--- config.mk ---
export PLATFORM = sky130hd
export DESIGN_NAME = rf_scoreboard_ctrl
export DESIGN_NICKNAME = d
export VERILOG_FILES = /design/src/rtl/rf_scoreboard_ctrl.sv
export SDC_FILE = /design/constraint.sdc
export NUM_CORES = 1
export LEC_CHECK = 0
export BUFFER_PORTS_ARGS = -buffer_cell sky130_fd_sc_hd__clkbuf_2
export CORE_ASPECT_RATIO = 0.7
export CORE_MARGIN = 10
export CORE_UTILIZATION = 62
export CTS_CLUSTER_DIAMETER = 80
export DETAILED_ROUTE_END_ITERATION = 7
export PLACE_DENSITY = 0.84
export SYNTH_ARGS = -nofsm -noshare
export SYNTH_HDL_FRONTEND = slang
export SYNTH_SLANG_ARGS = --single-unit
--- constraint.sdc ---
create_clock -name clk -period 5.3 [get_ports clk]
set_clock_uncertainty 0.1 [all_clocks]
set_input_delay 1.06 -clock clk [delete_from_list [all_inputs] [get_ports clk]]
set_output_delay 1.06 -clock clk [all_outputs]
set_load 0.02 [all_outputs]
--- src/rtl/rf_scoreboard_ctrl.sv ---
// Register-file scoreboard: per-register pending-write counters, ID hazard stall,
// total in-flight write count and sticky overflow/underflow error flags.
module rf_scoreboard_ctrl #(
    parameter int CNT_W = 2,
    parameter int TOT_W = 3
) (
    input  logic             clk,
    input  logic             reset,
    input  logic             issue_valid,
    input  logic             issue_we,
    input  logic [4:0]       issue_dest,
    input  logic             retire_we,
    input  logic [4:0]       retire_dest,
    input  logic             flush,
    input  logic [4:0]       rs1,
    input  logic             rs1_used,
    input  logic [4:0]       rs2,
    input  logic             rs2_used,
    output logic             id_stall,
    output logic [TOT_W-1:0] inflight_cnt,
    output logic             err_overflow,
    output logic             err_underflow
);

    localparam logic [CNT_W-1:0] CNT_MAX  = {CNT_W{1'b1}};
    localparam logic [CNT_W-1:0] CNT_ZERO = {CNT_W{1'b0}};
    localparam logic [CNT_W-1:0] CNT_ONE  = CNT_W'(1'b1);
    localparam logic [TOT_W-1:0] TOT_MAX  = {TOT_W{1'b1}};
    localparam logic [TOT_W-1:0] TOT_ZERO = {TOT_W{1'b0}};
    localparam logic [TOT_W-1:0] TOT_ONE  = TOT_W'(1'b1);

    // Entry 0 is never written after reset, so x0 always reads as zero.
    logic [CNT_W-1:0] cnt [0:31];

    logic inc_hit_s;
    logic dec_hit_s;
    logic same_reg_s;
    logic inc_eff_s;
    logic dec_eff_s;
    logic inc_sat_s;
    logic dec_zero_s;

    // Classify this cycle's issue/retire: effective count change or error event.
    always_comb begin
        inc_hit_s  = issue_valid & issue_we & (issue_dest != 5'd0);
        dec_hit_s  = retire_we & (retire_dest != 5'd0);
        same_reg_s = inc_hit_s & dec_hit_s & (issue_dest == retire_dest);
        inc_eff_s  = 1'b0;
        inc_sat_s  = 1'b0;
        dec_eff_s  = 1'b0;
        dec_zero_s = 1'b0;
        if (inc_hit_s && !same_reg_s) begin
            inc_eff_s = (cnt[issue_dest] != CNT_MAX);
            inc_sat_s = (cnt[issue_dest] == CNT_MAX);
        end else begin
            inc_eff_s = 1'b0;
        end
        if (dec_hit_s && !same_reg_s) begin
            dec_eff_s  = (cnt[retire_dest] != CNT_ZERO);
            dec_zero_s = (cnt[retire_dest] == CNT_ZERO);
        end else begin
            dec_eff_s = 1'b0;
        end
    end

    // Hazard stall looks only at registered counts, so same-cycle issue/retire act next cycle.
    always_comb begin
        id_stall = 1'b0;
        if (rs1_used && (rs1 != 5'd0) && (cnt[rs1] != CNT_ZERO)) begin
            id_stall = 1'b1;
        end else if (rs2_used && (rs2 != 5'd0) && (cnt[rs2] != CNT_ZERO)) begin
            id_stall = 1'b1;
        end else begin
            id_stall = 1'b0;
        end
    end

    // Counter, total and sticky-flag state; flush outranks issue/retire but keeps the flags.
    always_ff @(posedge clk) begin
        if (reset) begin
            for (int r = 0; r < 32; r++) begin
                cnt[r] <= CNT_ZERO;
            end
            inflight_cnt  <= TOT_ZERO;
            err_overflow  <= 1'b0;
            err_underflow <= 1'b0;
        end else if (flush) begin
            for (int r = 0; r < 32; r++) begin
                cnt[r] <= CNT_ZERO;
            end
            inflight_cnt <= TOT_ZERO;
        end else begin
            if (inc_eff_s) begin
                cnt[issue_dest] <= cnt[issue_dest] + CNT_ONE;
            end
            if (dec_eff_s) begin
                cnt[retire_dest] <= cnt[retire_dest] - CNT_ONE;
            end
            if (inc_eff_s && !dec_eff_s && (inflight_cnt != TOT_MAX)) begin
                inflight_cnt <= inflight_cnt + TOT_ONE;
            end else if (dec_eff_s && !inc_eff_s && (inflight_cnt != TOT_ZERO)) begin
                inflight_cnt <= inflight_cnt - TOT_ONE;
            end
            if (inc_sat_s) begin
                err_overflow <= 1'b1;
            end
            if (dec_zero_s) begin
                err_underflow <= 1'b1;
            end
        end
    end

endmodule
## Word level (Yosys, flattened, before mapping)

Memories as Yosys holds them, arrays and structs flattened.
Index checks and enable logic that the tools add are counted.

| operators by class | value |
|---|---|
| add/sub/neg operators | 4 |
| equality and inequality tests | 4 |
| multiplexer cells | 59 |
| bitwise operators | 38 |
| reduce and logical (&&, ||, !) cells | 28 |

Operator list:

| operator | number |
|---|---|
| $mux 2 | 34 |
| $or 1x1->1 | 32 |
| $mux 1 | 21 |
| $reduce_bool 5->1 | 4 |
| $logic_and 1x1->1 | 10 |
| $mux 5 | 2 |
| $reduce_bool 2->1 | 4 |
| $mux 3 | 2 |
| $reduce_or 2->1 | 3 |
| $and 1x1->1 | 5 |
| $eq 5x5->1 | 1 |
| $reduce_and 2->1 | 2 |
| $add 3x1->3 const B | 1 |
| $logic_not 1->1 | 3 |
| $ne 3x3->1 const B | 1 |
| $reduce_bool 3->1 | 1 |
| $sub 3x1->3 const B | 1 |
| $add 2x1->2 const B | 1 |
| $eq 2x2->1 const B | 1 |
| $logic_not 2->1 | 1 |
| $ne 2x2->1 const B | 1 |
| $sub 2x1->2 const B | 1 |
| $not 1->1 | 1 |

| storage, ports and cells | value |
|---|---|
| register bits | 5 |
| memory bits (writable) | 64 |
| bits of input ports | 28 |
| output and inout bits | 6 |
| memories kept | 1 |

Memories:

| memory | depth | bits a word | rd ports | clocked after Yosys merged registers in | wr ports | RTL line | source |
|---|---|---|---|---|---|---|---|
| cnt | 32 | 2 | 4 | 0 | 32 | 33 | `logic [CNT_W-1:0] cnt [0:31];` |

## Longest topological paths before layout

| depth | value |
|---|---|
| depth after elaboration | 13 |
| mapped depth | 18 |
| depth with buffers taken out | 14 |

## Worst setup path before layout

OpenSTA, ideal clock, no wires.

| timing path | value |
|---|---|
| kind | in2reg |
| start point | input port issue_dest[0] |
| end point | register inflight_cnt[2] |
| setup time | 0.122 ns |
| arrival time | 4.581 ns |
| required time | 5.078 ns |
| setup slack | 0.497 ns |
| cell stages on the path | 15 |
| path buffers | 3 |
| cell sequence | buf_2 buf_1 buf_2 mux4_2 a22oi_1 nand4_1 ha_1 nand3b_1 a211oi_1 and2_1 nand2_1 fa_1 or4_1 a21oi_1 nor3b_1 |

| on the way | value |
|---|---|
| longest elaborated chain between the ends | 11 |
| elaborated cells between the ends (all ways) | 20 |
| classes of those cells | eq/ne (2); mux (3); bitwise (3); reduce/logical (11); memory (1) |

Ends and longest elaborated chain:

| item | RTL line | source |
|---|---|---|
| from (decl) | 11 | `input logic [4:0] issue_dest,` |
| branches (longest 11 deep; another with $mem_v2 32x2) | -- |  |
| to (signal assigned) | 100 | `inflight_cnt <= inflight_cnt + TOT_ONE;` |
| to (signal assigned) | 102 | `inflight_cnt <= inflight_cnt - TOT_ONE;` |
| to (decl) | 20 | `output logic [TOT_W-1:0] inflight_cnt,` |

Parallel ways; which one is timed is not known.
A chain may end at the register's enable or synchronous reset.

==> key figures <==
Run status
  – Result of the run: complete, no violations

Power
  – Share of total power in the clock network: 39.2%
  – Highest ir drop seen on vdd: 0.236 mV
  – Leakage component of the power: 2.14 nW
  – Internal: 0.00115 W
  – Part of the power in combinational logic: 20.4%
  – Net Sw Frac: 28.3%
  – Reported net switching power: 0.000455 W
  – Reg power frac: 40.4%
  – Power density of the placed cells: 261 mW/mm^2

Floorplanning
  – Standard-cell rows: 28
  – Core region area: 0.00858 sq mm
  – Number of placed I/O pins: 34
  – Die outline area: 0.0132 sq mm
  – Starting density of the core: 64.8%
  – Width of the die: 133 um
  – Die Ht: 99.3 um

CTS
  – Clock tree from TritonCTS: done
  – Clock transition time at the flip-flop clock pins of the worst setup and hold paths: 0.05 ns
  – Post-CTS Repair Setup Buffers: 0
  – Clock root buffer master: clkbuf_16
  – Hold_buf cts: 0
  – H-tree levels: 3
  – Total of cells resized after clock tree synthesis: 0
  – Clock insertion delay at the later pin of the skew report: 0.34 ns
  – Bufs on Longest Clock Path: 2
  – Total CTS buffers: 9
  – Number of sinks driven by the clock tree: 69

Routing
  – Antenna-violating nets left: 0
  – DRT Wirelength: 20300 um
  – Drt first pass iters: 5
  – Number of vias in the routed layout: 5552
  – Detailed Route Iter0 Violations: 1178
  – Via density per instance: 7.83
  – Wire length per cell: 28.7 um
  – DRC violations left: 0

Timing
  – Slew headroom: 51.9%
  – Setup TNS: 0 ns
  – # setup viols final: 0
  – Hold violation total from the final report: 0
  – Slew at the pin closest to its max-slew limit: 0.719 ns
  – Min Clock Period, post-route: 4.94 ns
  – Final-report max-slew violation count: 0
  – Worst Hold Margin: 0.378 ns
  – Final worst-path setup slack: 0.362 ns
  – Final critical-path share of the clock period: 93.2%
  – Unrepaired setup endpoints after global routing: false
  – Achievable Freq: 0.203 GHz

GRT
  – Initial antenna violation count: 0
  – Overall overflow remaining after global route: 0
  – Global-route wire length before repair: 30800 um
  – Largest net degree at the start of global routing: 35
  – Total track usage: 29.9%
  – Vias in the first global route: 5182

Logic synthesis
  – Number of synthesized register bits: 69
  – Top cells by area, synth: edfxtp_1 35%, mux4_2 12%, o22ai_1 6.7%
  – Average cell area after synthesis: 10.0 sq um
  – Number of synthesis warnings: 0
  – Proportion of register bits with asynchronous set or reset after synthesis: 0%
  – Post-synth EDFFs: 64
  – Fraction of the yosys area taken by sequential cells: 36.3%
  – Area share of the largest cell type after synthesis: 34.5%
  – Post-Synthesis Cell Area: 0.00557 sq mm
  – Cell count after synthesis: 556
  – Post-synth cell types: 69
  – Most area-hungry cell type in the Yosys netlist: edfxtp_1
  – Leading register cell type out of synthesis: edfxtp_1

Critical path
  – Crit path from: retire_dest[3]
  – CP max stage delay: 0.44 ns
  – Worst Path Arrival: 4.85 ns
  – Worst setup EP type: register
  – Required time of the critical path: 5.21 ns
  – Largest fanout on the critical path: 18
  – Bufs and invs on worst path: 4
  – Critical path start-end classification: input pin to register
  – Critical path's top delay family: simple AND/OR/NAND/NOR gates
  – CP dominant cell by count: buf_4
  – Worst-path cell with the longest stage delay: nand2_1
  – Type of element launching the critical path: input pin
  – List of cells traversed by the critical path: clkbuf_2 -> nand3_1 -> a2111oi_0 -> buf_4 -> a311oi_1 -> nor4b_4 -> inv_2 -> ha_1 -> nor2b_1 -> o21ai_2 -> buf_4 -> nor3_2 -> nand2_1 -> o221ai_1
  – Worst reg2reg startpoint: cnt[24][0]

Layout
  – Layout cell share with drive strength beyond 1: 22.8%
  – Layout Utilization: 71.8%
  – Number of inserted filler cells in the final layout: 636
  – Ant diodes: 0
  – Area Overhead vs Synth: 10.7%
  – Net count, final: 615

Place
  – Detailed placer's ending HPWL: 14600 um
  – RD Place Congestion: 1.07
  – Worst slack at placement: 0.295 ns
  – Port-buffer cells: 33

Run
  – Number of maximum-capacitance constraint violations: 0

Hold path
  – Origin of the worst min-delay path: err_underflow
  – Hold crit path type: register to register
state kept, by name (all words and copies together), names as in the netlist:
signal and flops:
cnt 64, inflight_cnt 3, err_overflow 1, err_underflow 1
cells by family after synthesis:
kind of cell    Yosys count  share of synthesized area, %
fa+ha+maj                 3                         0.809
buf+inv                  55                          5.22
simple gates            233                          23.1
xor+xnor                  6                         0.944
other cells               1                        0.0674
mux                      55                          16.8
compound gates          134                          16.7
flops                    69                          36.3
layer usage:
layer	track usage (%)	wire, um	vias up
li1	-	-	2269
met1	39.4	7410	2598
met2	42.6	8400	584
met3	13.1	3700	101
met4	10.8	827	0
met5	0	0	-
synth_stat cells, types with 3 or more instances:
master / count
nor2b_1: 8
nand2b_1: 12
edfxtp_1: 64
o211ai_1: 5
nor3_2: 3
buf_2: 18
nand3_1: 31
o21ai_0: 3
nor3b_1: 9
inv_1: 4
nor3_1: 17
clkbuf_1: 12
buf_6: 4
buf_1: 5
a211oi_1: 5
o32ai_1: 6
and3b_1: 5
and3_1: 6
mux2_2: 6
o22ai_1: 60
or3_1: 6
mux4_2: 30
mux2i_1: 19
a22oi_1: 10
buf_4: 8
nor2_1: 41
nand2_1: 62
o221ai_1: 8
a21oi_1: 16
nor3b_2: 6
xor2_1: 5
dfxtp_1: 5
nor4_1: 4
a2111oi_0: 5
nand3b_1: 6
placed cells by master, fill, tap and decap left out, types with 3 or more instances in the layout:
master     netlist  final
mux2i_1         19     19
a21oi_1         16     16
mux2_2           6      6
a22oi_1         10     10
nand3_1         31     31
clkinv_1         1      3
o22ai_1         60     60
nor3b_1          9      9
nor4_1           4      4
a211oi_1         5      5
a2111oi_0        5      5
nand3b_1         6      6
edfxtp_1        64     64
dfxtp_1          5      5
o211ai_1         5      5
or3_1            6      6
nor2_1          41     41
nor3_2           3      3
nor3_1          17     17
buf_4            8     31
clkbuf_2         1     33
o32ai_1          6      6
nor2b_1          8      8
nor3b_2          6      6
and3_1           6      6
mux4_2          30     30
nand2b_1        12     12
inv_1            4      4
nand2_1         62     62
and3b_1          5      5
clkbuf_16        0      9
o21ai_0          3      3
xor2_1           5      5
o221ai_1         8      8
path summary, 6_finish.rpt:
path	endpoint	slack, ns	depth (start not counted)
max	cnt[28][0]	0.36	14
min	err_underflow	0.38	2
max reg2reg	cnt[29][1]	1.36	10
min reg2reg	err_underflow	0.38	2
layout make-up:
| class | count | area, sq um | area share (%) |
|---|---|---|---|
| flip-flops and latches | 69 | 2020 | 32.8 |
| multi-input cells | 433 | 3260 | 52.9 |
| inverters | 7 | 26.3 | 0.427 |
| clock buffers | 10 | 229 | 3.72 |
| well taps | 120 | 150 | 2.44 |
| clock inverters | 6 | 77.6 | 1.26 |
| repair buffers | 64 | 398 | 6.46 |
worst reg2reg max path: stages (launching register included):
cell       delay, ns
edfxtp_1        0.51
mux2_2          0.31
o22ai_1         0.25
a2111oi_0       0.12
o211a_1         0.28
ha_1            0.23
nand3b_1        0.21
a21o_1          0.19
a311o_1         0.38
or3b_1          0.66
o221ai_1        0.38
power groups by stage:
stage / Combinational (W) / Clock, W / Sequential [W]
2_1_floorplan: 0.000221 / 0 / 0.000647
3_3_place_gp: 0.000302 / 0 / 0.000656
3_5_place_dp: 0.000309 / 0 / 0.000658
4_1_cts: 0.000312 / 0.000627 / 0.000646
5_1_grt: 0.000341 / 0.000654 / 0.000650
6_report: 0.000328 / 0.000630 / 0.000649
metrics by stage:
stage | instance area (sq um) | total power [W] | cells
after global routing | 6160 | 0.00165 | 709
after CTS | 6160 | 0.00159 | 709
after floorplan | 5570 | 0.000868 | 557
final | 6160 | 0.00161 | 709
after global placement | 5850 | 0.000958 | 693
after detailed placement | 5850 | 0.000966 | 693
(Power assumes the default switching activity.)
